[config.mk]
export PLATFORM = sky130hd
export DESIGN_NAME = aes_round_ctrl
export DESIGN_NICKNAME = d
export VERILOG_FILES = /design/src/rtl/aes_pkg.sv /design/src/rtl/aes_rcon_lut.sv /design/src/rtl/aes_round_ctrl.sv
export SDC_FILE = /design/constraint.sdc
export NUM_CORES = 1
export LEC_CHECK = 0
export ABC_AREA = 1
export BUFFER_PORTS_ARGS = -buffer_cell sky130_fd_sc_hd__buf_2
export CAP_MARGIN = 20
export CORE_MARGIN = 8
export CORE_UTILIZATION = 37
export CTS_BUF_LIST = sky130_fd_sc_hd__clkbuf_2 sky130_fd_sc_hd__clkbuf_4 sky130_fd_sc_hd__clkbuf_8
export CTS_CLUSTER_DIAMETER = 100
export DETAILED_ROUTE_END_ITERATION = 8
export PLACE_DENSITY_LB_ADDON = 0.05
export SLEW_MARGIN = 25
export SYNTH_ARGS = -nofsm -noshare
export SYNTH_HDL_FRONTEND = slang
export SYNTH_SLANG_ARGS = --single-unit
[constraint.sdc]
create_clock -name clk_i -period 1.3 [get_ports clk_i]
set_input_delay 0.065 -clock clk_i [delete_from_list [all_inputs] [get_ports clk_i]]
set_output_delay 0.065 -clock clk_i [all_outputs]
set_load 0.05 [all_outputs]
[src/rtl/aes_pkg.sv]
// aes_pkg: shared AES key-size modes, default round counts, controller states and rcon lookup.
package aes_pkg;

    typedef enum logic [1:0] {
        MODE_128  = 2'b00,
        MODE_192  = 2'b01,
        MODE_256  = 2'b10,
        MODE_RSVD = 2'b11
    } aes_mode_e;

    localparam int NR_128_DEF = 10;
    localparam int NR_192_DEF = 12;
    localparam int NR_256_DEF = 14;

    typedef enum logic [1:0] {
        ST_IDLE = 2'b00,
        ST_RUN  = 2'b01,
        ST_DONE = 2'b10
    } round_state_e;

    // Only rounds 1..10 carry a nonzero constant; everything else maps to zero.
    function automatic logic [7:0] rcon_f(input int unsigned r);
        case (r)
            1:       return 8'h01;
            2:       return 8'h02;
            3:       return 8'h04;
            4:       return 8'h08;
            5:       return 8'h10;
            6:       return 8'h20;
            7:       return 8'h40;
            8:       return 8'h80;
            9:       return 8'h1b;
            10:      return 8'h36;
            default: return 8'h00;
        endcase
    endfunction

endpackage

[src/rtl/aes_rcon_lut.sv]
// aes_rcon_lut: combinational round index to key-schedule round constant map.
module aes_rcon_lut
    import aes_pkg::*;
#(
    parameter int CNT_W = 4
) (
    input  logic [CNT_W-1:0] round,
    output logic [7:0]       rcon
);

    assign rcon = rcon_f(32'(round));

endmodule

[src/rtl/aes_round_ctrl.sv]
// aes_round_ctrl: start/done handshaked AES round sequencer for 128/192/256-bit keys
// with stall, abort, per-round flags and round constant.
module aes_round_ctrl
    import aes_pkg::*;
#(
    parameter int CNT_W  = 4,
    parameter int NR_128 = NR_128_DEF,
    parameter int NR_192 = NR_192_DEF,
    parameter int NR_256 = NR_256_DEF
) (
    input  logic             clk_i,
    input  logic             reset_i,
    input  logic             start_i,
    input  logic [1:0]       mode_i,
    input  logic             en_i,
    input  logic             abort_i,
    output logic             ready_o,
    output logic             busy_o,
    output logic [CNT_W-1:0] round_o,
    output logic             first_o,
    output logic             last_o,
    output logic [7:0]       rcon_o,
    output logic             done_o
);

    round_state_e     state_q, state_d;
    logic [CNT_W-1:0] round_q, round_d;
    logic [CNT_W-1:0] nr_q, nr_d;
    logic [CNT_W-1:0] mode_nr;
    logic [7:0]       lut_rcon;

    // Reserved mode falls through to the 128-bit round count.
    assign mode_nr = (mode_i == MODE_192) ? CNT_W'(NR_192) :
                     (mode_i == MODE_256) ? CNT_W'(NR_256) : CNT_W'(NR_128);

    always_ff @(posedge clk_i or posedge reset_i) begin
        if (reset_i) begin
            state_q <= ST_IDLE;
            round_q <= '0;
            nr_q    <= CNT_W'(NR_128);
        end else begin
            state_q <= state_d;
            round_q <= round_d;
            nr_q    <= nr_d;
        end
    end

    always_comb begin
        state_d = state_q;
        round_d = round_q;
        nr_d    = nr_q;
        case (state_q)
            ST_IDLE: if (start_i) begin
                state_d = ST_RUN;
                round_d = '0;
                nr_d    = mode_nr;
            end
            ST_RUN: if (abort_i) begin
                state_d = ST_IDLE;
                round_d = '0;
            end else if (en_i) begin
                state_d = (round_q == nr_q) ? ST_DONE : ST_RUN;
                round_d = (round_q == nr_q) ? '0 : round_q + 1'b1;
            end
            default: state_d = ST_IDLE;
        endcase
    end

    aes_rcon_lut #(.CNT_W(CNT_W)) u_rcon_lut (
        .round (round_q),
        .rcon  (lut_rcon)
    );

    assign ready_o = (state_q == ST_IDLE);
    assign busy_o  = (state_q == ST_RUN);
    assign done_o  = (state_q == ST_DONE);
    assign round_o = round_q;
    assign first_o = busy_o && (round_q == '0);
    assign last_o  = busy_o && (round_q == nr_q);
    assign rcon_o  = busy_o ? lut_rcon : 8'h00;

endmodule

# After elaboration in Yosys (flattened, before gate mapping)
# Memory sizes are Yosys's and may differ from the RTL's.
# Index checks and enable logic that the tools add are counted.
word_totals:
  ff_bits: 10
  mem_bits_rw: 0
  rom_bits: 128
  latchBits: 0
  out_inout_bits: 17
  word_cells: 33
  mem_count: 1
classes:
  eq_ne: 7
  reduce_logical: 8
  n_shift: 0
  add_sub_neg: 1
  n_lt_le_gt_ge: 0
  bitwise: 0
  mul: 0
  n_mux: 13
  div: 0
mem_list:
  columns: ["memory", "depth", "word_bits", "rd", "rd_ports_with_merged_regs", "wr", "line_no", "text"]
  rows:
  - ["(name not given)", 16, 8, 1, 0, 0, "aes_pkg.sv:23", "case (r)"]
ops:
  columns: ["cell", "count"]
  rows:
  - ["$mux W4", 4]
  - ["$mux W2", 4]
  - ["$mux W8", 1]
  - ["$pmux W4 S2", 1]
  - ["$mux W3", 2]
  - ["$add A4 B1 Y4 const B", 1]
  - ["$eq A2 B1 Y1 const B", 2]
  - ["$eq A2 B2 Y1 const B", 2]
  - ["$eq A4 B4 Y1", 1]
  - ["$logic_not A4 Y1", 1]
  - ["$pmux W2 S2", 1]
  - ["$reduce_and A2 Y1", 2]
  - ["$ne A3 B3 Y1 const B", 1]
  - ["$reduce_and A3 Y1", 1]
  - ["$logic_and A1 B1 Y1", 2]
  - ["$logic_not A2 Y1", 1]
  - ["$ne A2 B2 Y1 const B", 1]
  - ["$reduce_bool A2 Y1", 1]

# Longest topological paths before layout
logic_depth:
  ltp_word: 5
  ltp_mapped: 9
  mapped_depth_nobuf: 9

# Cells and area by module
# From an unflattened synthesis, not the netlist that was laid out.
unflattened:
  hier_cells: 117
  hier_area_um2: 768.2
by_module_without_submodules:
  columns: ["mod", "area_per_inst_um2", "instances", "cells_each"]
  rows:
  - ["aes_round_ctrl", 611.8, 1, 90]
  - ["aes_rcon_lut", 156.4, 1, 27]

# Least setup slack after synthesis
# OpenSTA, ideal clock, no wires.
synth_path:
  kind: "reg2out"
  from: "reg round_q[0] (netlist: round_o[0])"
  to: "out rcon_o[7]"
  stages_incl_launch_ff: 5
  path_buffers: 0
  arrival_time_ns: 2.513
  required_time_ns: 1.235
  setup_slack_ns: -1.278
  path_cell_list: "dfrtp_1 -> inv_1 -> ha_1 -> inv_1 -> nor4_1"
synth_via:
  elab_chain_cells: 2
synth_rtl:
  columns: ["item", "line_no", "text"]
  rows:
  - ["start: declaration", "aes_round_ctrl.sv:27", "logic [CNT_W-1:0] round_q, round_d;"]
  - ["start signal: assignment", "aes_round_ctrl.sv:43", "round_q <= round_d;"]
  - ["$mem_v2 Z16 W8", null, null]
  - ["$mux W8", "aes_round_ctrl.sv:80", "assign rcon_o = busy_o ? lut_rcon : 8'h00;"]
  - ["end: declaration", "aes_round_ctrl.sv:22", "output logic [7:0] rcon_o,"]
# Every way passes these cells.

# Worst setup path after layout
layout_path:
  from: "reg round_q[1] (netlist: round_o[1])"
  to: "out last_o"
layout_via:
  elab_chain_cells: 2
layout_rtl:
  columns: ["item", "line_no", "text"]
  rows:
  - ["$eq A4 B4 Y1", "aes_round_ctrl.sv:79", "assign last_o = busy_o && (round_q == nr_q);"]
  - ["$logic_and A1 B1 Y1", "aes_round_ctrl.sv:79", null]
  - ["end: declaration", "aes_round_ctrl.sv:21", "output logic last_o,"]
# Every way passes these cells.

==> results.sh <==
export IMPL_status="finished, violations left"
export IMPL_violations="negative setup slack"
export IMPL_chipWidth_um=59.1
export IMPL_drc_errors=0
export IMPL_power_static_leakage_nw=0.709
export IMPL_top_layer_in_use="met4"
export IMPL_grt_overflow=0
export IMPL_antenna_diode_count=0
export IMPL_cts_sink_count=8
export IMPL_post_synth_main_area_contributors="dfrtp_1, nand2_1, ha_1, inv_1, o21ai_0"
export IMPL_grt_first_pass_wirelength_mm=3.72
export IMPL_postRouteAntennaNets=0
export IMPL_final_core_utilization=0.823
export IMPL_grt_start_max_net_pins=11
export IMPL_final_max_slew_viol_count=0
export IMPL_setup_violations_final=16
export IMPL_placed_cells=166
export IMPL_synth_area_um2=688
export IMPL_setup_repair_after_global_routing_missed_its_margin="yes"
export IMPL_cp_data_required_time_ns=1.24
export IMPL_met2_layer_wire_length_in_the_routed_design_mm=1.60
export IMPL_first_global_vias=856
export IMPL_fill_cells=103
export IMPL_fmaxAchievable_ghz=0.603
export IMPL_min_period_over_period=1.28
export IMPL_min_path_type="input pin to flip-flop"
export IMPL_max_vdd_ir_drop_v=0.000877
export IMPL_syn_mean_instance_area_um2=6.81
export IMPL_setup_slack_ns=-0.359
export IMPL_cts_path_max_buffers=2
export IMPL_tritoncts_num_buffers=3
export IMPL_floorplan_core_area_mm2=0.00175
export IMPL_grt_use_total=0.136
export IMPL_floorplan_die_area_mm2=0.00350
export IMPL_synth_net_count=115
export IMPL_syn2layout_area_growth_pct=109
export IMPL_stdcell_count=180
export IMPL_timing_final_crit_period_ns=1.66
export IMPL_skew_ns=0.0290
export IMPL_routed_wirelength_mm=3.04
export IMPL_synth_seq_cells=8
export IMPL_avgRoutedWirePerCell_um=16.9
export IMPL_max_cap_violations=0
export IMPL_num_io_pins=24
export IMPL_hold_viol=0
export IMPL_synth_cell_types=21
export IMPL_fin_tns_setup_ns=-3.21
export IMPL_detailroute_via_count=926
export IMPL_yosys_warnings=0
export IMPL_htreeDepth=1
export IMPL_dp_hpwl_mm=1.64
export IMPL_met1Wirelength_mm=1.13
export IMPL_regToRegStartpoint="round_o[1]$_DFFE_PP0P_"
export IMPL_die_y_um=59.1
export IMPL_floorplan_initialDensity=0.394
export IMPL_dr_first_iter_drc_count=32
export IMPL_critPathMaxFanout=4
export IMPL_critPathArrivalTime_ns=1.59
export IMPL_avgViaCountPerCell=5.14
export IMPL_timing_worst_slew_pin_value_ns=0.404
export IMPL_route_met3_wl_um=171
export IMPL_placement_io_buffers=23
export IMPL_post_synth_top_area_fraction=0.255
export IMPL_gpl_final_weighted_congestion=0.787
export IMPL_worst_setup_path_end_kind="output pin"
export IMPL_grt_antenna_before_repair=0
export IMPL_root_buffer="clkbuf_4"
export IMPL_clk_pin_slew_ns=0.09
export IMPL_cts_tree="built"
export IMPL_clkLatencyLatePin_ns=0.28
export IMPL_layout_nets=170
export IMPL_path_class="flip-flop to output pin"
export IMPL_power_density_cell_area_mw_per_mm2=1540
export IMPL_crit_start="round_o[1]$_DFFE_PP0P_"
export IMPL_synthDominantAreaCellType="dfrtp_1"
export IMPL_floorplan_rows=15
export IMPL_hold_start="start_i"
export IMPL_start_kind="flip-flop"
export IMPL_syn_inst=101
export IMPL_headroom_to_the_max_slew_limit=0.731
export IMPL_dr_pass1_iters=4
export IMPL_proportion_of_synthesized_chip_area_in_sequential_cells=0.293
export IMPL_share_of_cells_above_drive_strength_1=0.684
## metrics by stage
step | worst slack, ns | total power, mW | hold slack [ns] | instance area (um^2)
floorplan | -0.415 | 1.11 | -0.120 | 771
global placement | -0.151 | 1.43 | 0.0281 | 1040
detailed placement | -0.177 | 1.45 | 0.0348 | 1040
CTS | -0.247 | 2.00 | 0.105 | 1340
global route | -0.390 | 2.30 | 0.101 | 1440
finish | -0.359 | 2.21 | 0.0744 | 1440
## synth_stat cells, drive strengths merged
cell,n
buf,1
nand4,2
a21oi,4
dfstp,1
o21ai,8
o21bai,1
nand3,4
nor3,3
nand2,28
dfrtp,7
nor2,12
ha,7
nor4,2
inv,21
## cells by family after synthesis
group / Yosys count / synth area share
AO/OA/AOI/OAI: 13 / 0.0982
adder cells (fa/ha/maj): 7 / 0.127
buffers and inverters: 22 / 0.122
flip-flops: 8 / 0.293
AND/OR/NAND/NOR: 51 / 0.360
## area by class of cell
| class | instances | area [um^2] | share of cell area |
|---|---|---|---|
| multi-input cells | 71 | 643 | 0.448 |
| inverters | 21 | 86.3 | 0.0601 |
| clock buffers | 4 | 30.0 | 0.0209 |
| flip-flops and latches | 8 | 206 | 0.144 |
| repair buffers | 51 | 439 | 0.306 |
| well taps | 25 | 31.3 | 0.0218 |
## routing by layer
layer / global-route usage / vias to the layer above
met4: 0.0273 / 0
met2: 0.260 / 48
met5: 0 / -
met3: 0.0304 / 15
li1: - / 423
met1: 0.148 / 440
## power by group
| group | total (mW) | leakage, nW | internal, mW | switching (mW) |
|---|---|---|---|---|
| Combinational | 1.55 | 0.594 | 0.609 | 0.946 |
| Clock | 0.258 | 0.0184 | 0.139 | 0.119 |
| Sequential | 0.396 | 0.0965 | 0.321 | 0.0746 |
| Total | 2.21 | 0.709 | 1.07 | 1.14 |
## repair_timing
action,4_1_cts,5_1_grt
buffers inserted,5,6
pin swaps,11,11
endpoints found under the setup margin,14,19
endpoints found under the hold margin,8,0
resized for setup,56,22
hold buffers,2,0
## sequential cells by signal, summed over array words and instances (netlist names)
signal   cells
nr_q         2
round_o      4
state_q      2
## placed cells by master, fill, tap and decap left out
| master | n |
|---|---|
| nand3_4 | 2 |
| nand3_1 | 1 |
| ha_1 | 1 |
| o21ai_2 | 2 |
| inv_2 | 6 |
| ha_4 | 5 |
| a21oi_1 | 1 |
| nor2_4 | 5 |
| dfrtp_2 | 4 |
| ha_2 | 1 |
| o21ai_4 | 1 |
| nor3_2 | 1 |
| nand4_1 | 2 |
| buf_8 | 3 |
| a21oi_2 | 2 |
| nand2_2 | 6 |
| nor2_1 | 2 |
| o21bai_1 | 1 |
| a21oi_4 | 1 |
| dfrtp_1 | 3 |
| o21ai_1 | 4 |
| inv_4 | 3 |
| nor2_2 | 5 |
| nor3_4 | 2 |
| buf_4 | 20 |
| dlygate4sd3_1 | 2 |
| inv_1 | 12 |
| dfstp_2 | 1 |
| clkbuf_4 | 4 |
| nand2_4 | 3 |
| buf_2 | 11 |
| nand2_1 | 19 |
| nor4_4 | 2 |
| buf_6 | 15 |
| o21ai_0 | 1 |
| nand3_2 | 1 |
## path summary, 6_finish.rpt
path / end / slack [ns] / cells after the start
min in group asynchronous: state_q[0]$_DFFE_PP0P_ / 0.29 / 3
worst min register to register: nr_q[1]$_DFFE_PP1P_ / 0.50 / 2
max in group asynchronous: nr_q[1]$_DFFE_PP1P_ / 0.67 / 3
worst max register to register: state_q[1]$_DFFE_PP0P_ / -0.13 / 7
worst min-delay path: nr_q[1]$_DFFE_PP1P_ / 0.07 / 3
worst max-delay path: last_o / -0.36 / 7
## worst max-delay path: stages, from the launching register on
cell	delay [ns]
dfrtp_2	0.46
inv_2	0.09
buf_4	0.13
nand2_1	0.06
nand2_2	0.09
nand4_1	0.21
inv_4	0.12
buf_8	0.14
(Power assumes the default switching activity.)
